[config.mk]
export PLATFORM = sky130hd
export DESIGN_NAME = timer_dev
export DESIGN_NICKNAME = d
export VERILOG_FILES = /design/src/rtl/timer_dev.sv
export SDC_FILE = /design/constraint.sdc
export NUM_CORES = 1
export LEC_CHECK = 0
export CAP_MARGIN = 20
export CORE_MARGIN = 8
export CORE_UTILIZATION = 25
export CTS_CLUSTER_SIZE = 40
export DETAILED_ROUTE_END_ITERATION = 16
export GPL_TIMING_DRIVEN = 0
export PLACE_DENSITY = 0.5
export SLEW_MARGIN = 20
export SYNTH_ARGS = -nofsm -noshare
export SYNTH_HDL_FRONTEND = slang
export SYNTH_SLANG_ARGS = --single-unit
[constraint.sdc]
create_clock -name clk -period 3.08 [get_ports clk]
set_input_delay 0.308 -clock clk [delete_from_list [all_inputs] [get_ports clk]]
set_output_delay 0.308 -clock clk [all_outputs]
set_load 0.02 [all_outputs]
[src/rtl/timer_dev.sv]
// timer_dev: memory-mapped countdown timer on the external device bus.
// Software programs PRESET and CTRL; the FSM loads COUNT from PRESET,
// counts down to zero and raises a pending flag that drives IRQ when unmasked.
module timer_dev #(
  parameter logic [31:0] BASE = 32'h0000_7F00
) (
  input  logic        clk,
  input  logic        reset,
  input  logic [31:0] Addr,
  input  logic        WE,
  input  logic [3:0]  byteen,
  input  logic [31:0] Din,
  output logic [31:0] Dout,
  output logic        IRQ
);

  typedef enum logic [1:0] {
    S_IDLE,
    S_LOAD,
    S_CNT,
    S_INT
  } state_t;

  localparam logic [1:0] OFF_CTRL   = 2'd0;
  localparam logic [1:0] OFF_PRESET = 2'd1;
  localparam logic [1:0] OFF_COUNT  = 2'd2;
  localparam logic [1:0] OFF_RSVD   = 2'd3;

  state_t      state;
  state_t      next_state;

  logic [3:0]  ctrl;
  logic [31:0] preset;
  logic [31:0] count;
  logic        pend;

  logic        match;
  logic        wr;
  logic        wr_ctrl;
  logic        wr_preset;

  logic        en;
  logic        im;
  logic        auto_reload;

  logic        load_count;
  logic        dec_count;
  logic        set_pend;
  logic        drop_pend;
  logic        clr_en;

  // Byte offset bits are meaningless for word-only registers.
  logic [1:0]  unused_addr;
  assign unused_addr = Addr[1:0];

  // Only full-word writes inside our 16-byte window are honoured.
  assign match     = (Addr[31:4] == BASE[31:4]);
  assign wr        = WE & match & (byteen == 4'hF);
  assign wr_ctrl   = wr & (Addr[3:2] == OFF_CTRL);
  assign wr_preset = wr & (Addr[3:2] == OFF_PRESET);

  // MODE 1x deliberately falls back to one-shot behaviour.
  assign en          = ctrl[0];
  assign auto_reload = (ctrl[2:1] == 2'b01);
  assign im          = ctrl[3];

  // Both operands are flops, so the interrupt line never sees the bus directly.
  assign IRQ = pend & im;

  // State register for the countdown sequencer.
  always_ff @(posedge clk) begin
    if (reset) begin
      state <= S_IDLE;
    end else begin
      state <= next_state;
    end
  end

  // Next-state and per-state action strobes for the datapath registers.
  always_comb begin
    next_state = state;
    load_count = 1'b0;
    dec_count  = 1'b0;
    set_pend   = 1'b0;
    drop_pend  = 1'b0;
    clr_en     = 1'b0;
    case (state)
      S_IDLE: begin
        if (en) begin
          next_state = S_LOAD;
        end
      end
      S_LOAD: begin
        load_count = 1'b1;
        if (en) begin
          next_state = S_CNT;
        end else begin
          next_state = S_IDLE;
        end
      end
      S_CNT: begin
        if (!en) begin
          next_state = S_IDLE;
        end else if (count == 32'd0) begin
          next_state = S_INT;
          set_pend   = 1'b1;
        end else begin
          dec_count = 1'b1;
        end
      end
      S_INT: begin
        if (auto_reload) begin
          next_state = S_LOAD;
          drop_pend  = 1'b1;
        end else begin
          next_state = S_IDLE;
          clr_en     = 1'b1;
        end
      end
      default: begin
        next_state = S_IDLE;
      end
    endcase
  end

  // CTRL: a bus write takes priority over the one-shot EN auto-clear.
  always_ff @(posedge clk) begin
    if (reset) begin
      ctrl <= 4'h0;
    end else if (wr_ctrl) begin
      ctrl <= Din[3:0];
    end else if (clr_en) begin
      ctrl[0] <= 1'b0;
    end
  end

  // PRESET only feeds COUNT at LOAD, so rewriting it mid-count is harmless.
  always_ff @(posedge clk) begin
    if (reset) begin
      preset <= 32'd0;
    end else if (wr_preset) begin
      preset <= Din;
    end
  end

  // COUNT is loaded or decremented only by the FSM; it holds otherwise.
  always_ff @(posedge clk) begin
    if (reset) begin
      count <= 32'd0;
    end else if (load_count) begin
      count <= preset;
    end else if (dec_count && (count != 32'd0)) begin
      count <= count - 32'd1;
    end
  end

  // Pending flag: the FSM set beats any simultaneous software clear.
  always_ff @(posedge clk) begin
    if (reset) begin
      pend <= 1'b0;
    end else if (set_pend) begin
      pend <= 1'b1;
    end else if (wr_ctrl || wr_preset || drop_pend) begin
      pend <= 1'b0;
    end
  end

  // Side-effect-free read mux; anything outside our window reads as zero.
  always_comb begin
    Dout = 32'd0;
    if (match) begin
      case (Addr[3:2])
        OFF_CTRL:   Dout = {28'd0, ctrl};
        OFF_PRESET: Dout = preset;
        OFF_COUNT:  Dout = count;
        OFF_RSVD:   Dout = 32'd0;
        default:    Dout = 32'd0;
      endcase
    end
  end

endmodule

==> results.toml, run 1 <==
[drt]
via_per_inst = 5.17
routedWlPerCell_um = 18.2
detail-route-antenna-nets = 0
dr.pass1.iters = 5
drc = 0
wirelength_mm = 15.2
vias = 4315
drtIter0Drc = 310

[flow_run]
drv_cap = 0

[timing]
period_needed_ns = 2.91
grt_setup_unrepaired = "false"
final.setup.tns_ns = 0
tightest_slew_ns = 0.905
timing.final.crit_share = 0.945
hold_viol = 0
max_freq_ghz = 0.344
setup_ws_ns = 0.169
setup_viol = 0
maxSlewViolCount = 0
fin_skew_ns = 0.00313
slew_headroom = 0.391

[outcome]
status = "complete, no violations"

[synthesis]
syn-cell-area_sq_um = 4080
synth-simple-area-share = 0.292
synthMuxAreaShare = 0.0957
syn_inst = 503
yosysSeqAreaShare = 0.348
synth_top_family_by_area = "simple AND/OR/NAND/NOR gates"
synth_edf_count = 0
ys_ff_latch = 71
syn_avg_cell_area_sq_um = 8.11
synthXorXnorAreaFrac = 0.00215
syn-num-nets = 575
synth-adder-area-share = 0.00307
synth_compound_area_frac = 0.205
yosysTopAreaCell = "dfxtp_1"
synth_warnings = 0
synth_top_cell_area_share = 0.348
synth.distinct_cells = 60
async_reset_ff_frac = 0
synth_top_flop_cell = "dfxtp_1"
synth.area.top_cells = "dfxtp_1 (35%), mux2i_1 (9.6%), nor2_1 (8.0%)"

[grt]
antenna_found_initial = 0
grtUsageTotal = 0.149
overflow = 0
grt_max_degree = 11
grt_pass1_vias = 4384
grt_pass1_wl_mm = 24.0

[power]
leakagePower_nw = 1.87
vdd_drop_max_uv = 177
powerDensity_nw_per_um2 = 364

[clocking]
hold_buffers = 0
clockRootBuffer = "clkbuf_16"
cts_tree = "done"
clkLatencyLatePin_ns = 0.33
cts_buffer_depth = 2
cts.reportedPaths.clkPinSlew_ns = 0.06
htree_levels = 3
cts_sinks = 71
cts_inserted_buffers = 9

[worst_setup_path]
arrival_ns = 3.10
worstPathMaxFanout = 10
slowest_stage = "or4b_2"
endpoint = "count[29]"
worstSetupEndpointType = "register"
slowest_delay_ns = 0.67
cp.required_ns = 3.27
crit_path_start = "count[0]"
r2r_cells = 8
crit_top_cell = "a31oi_1"
crit_chain = "inv_1, ha_1, or4b_2, nor3_1, a31oi_1, clkbuf_1, a32oi_1, a31oi_1"
critPathKind = "reg -> reg"
regToRegSetupSlack_ns = 0.17
rr_endpoint = "count[29]"
r2r-start = "count[0]"
startpoint_type = "register"

[die]
io_pins = 104
core-area_sq_um = 15900
dieArea_sq_um = 20700
start_util = 0.256
rows = 46
die_h_um = 144
die-width_um = 144

[hold_path]
hp-class = "reg -> reg"

[placement]
io_buffers = 100
dpl_worst_slack_ns = -0.237
place_congestion = 0.879
hpwl_mm = 11.4
placed_cell_area_sq_um = 5350

[layout]
drive_gt1_frac = 0.0695
areaGrowthSynthToFinish_pct = 37.0
nNetsFinal = 686
fillers = 1704
n_antenna_cell = 0
final_area_sq_um = 5590
==> layer usage <==
layer | GRT usage | share of wire
met5 | 0 | 0
met1 | 0.181 | 0.44
met2 | 0.257 | 0.49
met4 | 0.0559 | 0.017
met3 | 0.0246 | 0.045
==> through the flow <==
step | hold slack (ns) | std cells | utilization | power, mW
CTS | 0.494 | 835 | 0.350 | 2.06
floorplan | 0.444 | 503 | - | 0.972
detailed placement | 0.483 | 819 | 0.336 | 1.08
global route | 0.519 | 835 | 0.350 | 2.11
global placement | 0.486 | 819 | 0.336 | 1.08
finish | 0.491 | 835 | 0.350 | 2.03
==> cells in the mapped netlist, drive strengths merged, types with 3 or more instances <==
master,count
or3,18
nor4,12
o311ai,7
nand2b,5
o211ai,7
or2,3
nand2,32
nor3,12
a31oi,25
a22oi,29
o21ai,7
a32oi,5
nor4b,3
mux2i,39
nand4,8
or4,10
dfxtp,71
a21oi,17
inv,6
clkbuf,32
nor2b,5
nand3,17
buf,11
and2,4
nor2,87
==> how the worst min path moves through the flow <==
stage | start | endpoint | cells after the start
global route | preset[17] | count[17] | 2
finish | preset[15] | count[15] | 2
global placement | preset[15] | count[15] | 2
CTS | preset[15] | count[15] | 2
floorplan | Din[0] | ctrl[0] | 2
detailed placement | preset[17] | count[17] | 2
==> cells by family after synthesis <==
| family | after synthesis |
|---|---|
| and+or+nand+nor | 227 |
| AOI/OAI and AO/OA | 115 |
| adders and majority gates | 1 |
| muxes | 39 |
| buffers and inverters | 49 |
| xor gates and xnor gates | 1 |
| DFF | 71 |
==> cell type report <==
class | count | area (sq um) | area share
Multi-Input combinational cell | 383 | 2440 | 0.436
Sequential cell | 71 | 1420 | 0.254
Timing Repair Buffer | 100 | 962 | 0.172
Clock buffer | 16 | 272 | 0.0486
Tap cell | 216 | 270 | 0.0484
Buffer | 43 | 203 | 0.0363
Inverter | 6 | 22.5 | 0.00403
==> registers in the layout, indices dropped and copies added, names as in the netlist <==
signal	flops
count	32
preset	32
ctrl	4
state	2
pend	1
==> worst max-delay path, delay by kind of cell, from the launching register on <==
family | cells | cell delay, ns
simple gates | 2 | 1.18
compound gates | 3 | 0.62
buf+inv | 2 | 0.42
flops | 1 | 0.34
fa+ha+maj | 1 | 0.19
==> placed cells by master, fill, tap and decap left out, drive strengths merged, types with 3 or more instances in the layout <==
cell type      synthesis  final
a21oi                 17     17
a22oi                 29     29
a31oi                 25     25
a32oi                  5      5
and2                   4      4
buf                   11     14
clkbuf                32     46
clkdlybuf4s50          0     70
dfxtp                 71     71
dlygate4sd2            0     27
inv                    6      6
mux2i                 39     39
nand2                 32     32
nand2b                 5      5
nand3                 17     17
nand4                  8      8
nor2                  87     87
nor2b                  5      5
nor3                  12     12
nor4                  12     12
nor4b                  3      3
o211ai                 7      7
o21ai                  7      7
o311ai                 7      7
or2                    3      3
or3                   18     18
or4                   10     10
==> where the power goes <==
part             switching, mW  leakage (nW)  internal (mW)
clock network            0.386         0.131          0.591
logic                   0.0530          1.16         0.0854
registers      0.0000000000203         0.571          0.919
==> timing repair <==
action                     CTS  global route
gates cloned                 0             0
pin swaps                    1             0
setup endpoints to repair   30             9
gates resized for setup     33             9
buffers inserted             0             0
Note: power is estimated with default switching activity, not from simulation.
==> inputs of run 2 (changes only) <==
--- a/config.mk
+++ b/config.mk
@@ -7,11 +7,11 @@
 export LEC_CHECK = 0
 export CAP_MARGIN = 20
 export CORE_MARGIN = 8
-export CORE_UTILIZATION = 25
+export CORE_UTILIZATION = 38
 export CTS_CLUSTER_SIZE = 40
 export DETAILED_ROUTE_END_ITERATION = 16
 export GPL_TIMING_DRIVEN = 0
-export PLACE_DENSITY = 0.5
+export PLACE_DENSITY = 0.69
 export SLEW_MARGIN = 20
 export SYNTH_ARGS = -nofsm -noshare
 export SYNTH_HDL_FRONTEND = slang
==> run 2 against run 1 <==
Clock power decreased by 2.7%. Highest routed layer unchanged. Critical path depth decreased by 1. Global-route usage increased by 4.0 points. Combinational power about the same. Critical path type is now in -> out.
==> results.toml, run 2 (synthesis gave the netlist of run 1 again) <==
[timing]
period_needed_ns = 2.93
final.setup.tns_ns = 0
setup_viol = 0
grt_setup_unrepaired = "false"
fin_skew_ns = 0.0111
hold_viol = 0
tightest_slew_ns = 0.873
maxSlewViolCount = 0
slew_headroom = 0.414
max_freq_ghz = 0.341
timing.final.crit_share = 0.952

[power]
powerDensity_nw_per_um2 = 365
leakagePower_nw = 1.93
vdd_drop_max_uv = 263
p_total_mw = 2.00

[layout]
final_common_cell = "nor2_1"
drive_gt1_frac = 0.0790
areaGrowthSynthToFinish_pct = 34.8
layout_common_cells = "nor2_1 (87), dfxtp_1 (71), clkdlybuf4s50_1 (70), mux2i_1 (39), nand2_1 (32)"
nNetsFinal = 687
reg_top3 = "count x32, preset x32, ctrl x4"
n_antenna_cell = 0

[placement]
place_congestion = 0.887
io_buffers = 100
hpwl_mm = 10.3

[die]
die-width_um = 120
core-area_sq_um = 10700
die_h_um = 120
rows = 38
dieArea_sq_um = 14300
io_pins = 104
start_util = 0.383

[flow_run]
drv_cap = 0

[worst_setup_path]
arrival_ns = 2.62
worstPathMaxFanout = 5
startpoint_type = "primary input"
worstSetupEndpointType = "output port"
critPathKind = "in -> out"
cp.required_ns = 2.77

[drt]
drc = 0
routedWlPerCell_um = 18.0
wirelength_mm = 13.7
via_per_inst = 5.70
dr.pass1.iters = 5
drtIter0Drc = 281
vias = 4330
detail-route-antenna-nets = 0

[grt]
grt_max_degree = 13
antenna_found_initial = 0
grt_pass1_wl_mm = 22.1
overflow = 0
grt_pass1_vias = 4278
grtUsageTotal = 0.189

[clocking]
cts.reportedPaths.clkPinSlew_ns = 0.08
cts_tree = "done"
htree_levels = 3
cts_inserted_buffers = 9
clockRootBuffer = "clkbuf_8"
cts_sinks = 71
cts_buffer_depth = 2
clkLatencyLatePin_ns = 0.36

[hold_path]
hp-class = "reg -> reg"

[outcome]
status = "complete, no violations"
==> run 2: changes by cell type in the layout (fill, tap and decap cells not counted), sizes merged <==
cell	before	now
buf	14	12
bufinv	0	3
clkbuf	46	43
clkdlybuf4s15	2	0
clkinv	0	2
dlymetal6s2s	0	3
==> run 2: routing by layer <==
metal | part of all wire | vias up | global-route usage
met5 | 0 | - | 0
met2 | 0.48 | 132 | 0.321
met1 | 0.43 | 2068 | 0.228
met4 | 0.017 | 0 | 0.0578
met3 | 0.065 | 23 | 0.0507
li1 | - | 2107 | -
==> run 2: repair_timing <==
action                                  4_1_cts  5_1_grt
hold buffers                                  0        0
pin swaps                                     1        1
buffers inserted                              0        1
resized for setup                            31        5
cloned                                        0        0
endpoints found under the setup margin       30        4
==> run 2: stage by stage <==
| stage | hold slack [ns] | utilization | instances | instance area (sq um) | setup WS (ns) |
|---|---|---|---|---|---|
| final | 0.479 | 0.516 | 760 | 5500 | 0.148 |
| after global routing | 0.496 | 0.516 | 760 | 5500 | 0.0957 |
| after CTS | 0.493 | 0.515 | 759 | 5480 | 0.000865 |
| after detailed placement | 0.487 | 0.493 | 743 | 5260 | -0.107 |
| after global placement | 0.481 | 0.493 | 743 | 5260 | -0.148 |
| after floorplan | 0.444 | - | 503 | 4080 | 0.698 |
==> run 2: power by group <==
| part | total (mW) | leakage (nW) | internal, mW | switching (mW) |
|---|---|---|---|---|
| logic | 0.137 | 1.23 | 0.0855 | 0.0510 |
| clock network | 0.951 | 0.130 | 0.582 | 0.369 |
| registers | 0.917 | 0.571 | 0.917 | 0.0000000000205 |
| total | 2.00 | 1.93 | 1.58 | 0.420 |
==> run 2: path summary, 6_finish.rpt <==
| kind | from | endpoint | slack (ns) | depth (start not counted) |
|---|---|---|---|---|
| max | Addr[5] | Dout[31] | 0.15 | 7 |
| min | preset[20] | count[20] | 0.48 | 2 |
| max reg2reg | count[0] | count[3] | 0.28 | 8 |
| min reg2reg | preset[20] | count[20] | 0.48 | 2 |
==> run 2: worst max-delay path: stages <==
cell             delay [ns]
clkdlybuf4s50_1        0.40
nor4b_1                0.33
nand4_1                0.21
or2_2                  0.33
clkbuf_1               0.16
nor2_1                 0.22
clkdlybuf4s50_1        0.66
==> run 2: cell type report <==
type / count / area [sq um]
plain buffers: 43 / 204
well taps: 140 / 175
clock inverters: 5 / 104
clock buffers: 11 / 151
flip-flops and latches: 71 / 1420
fillers: 1059 / 5150
repair buffers: 101 / 982
multi-input cells: 383 / 2440
inverters: 6 / 22.5
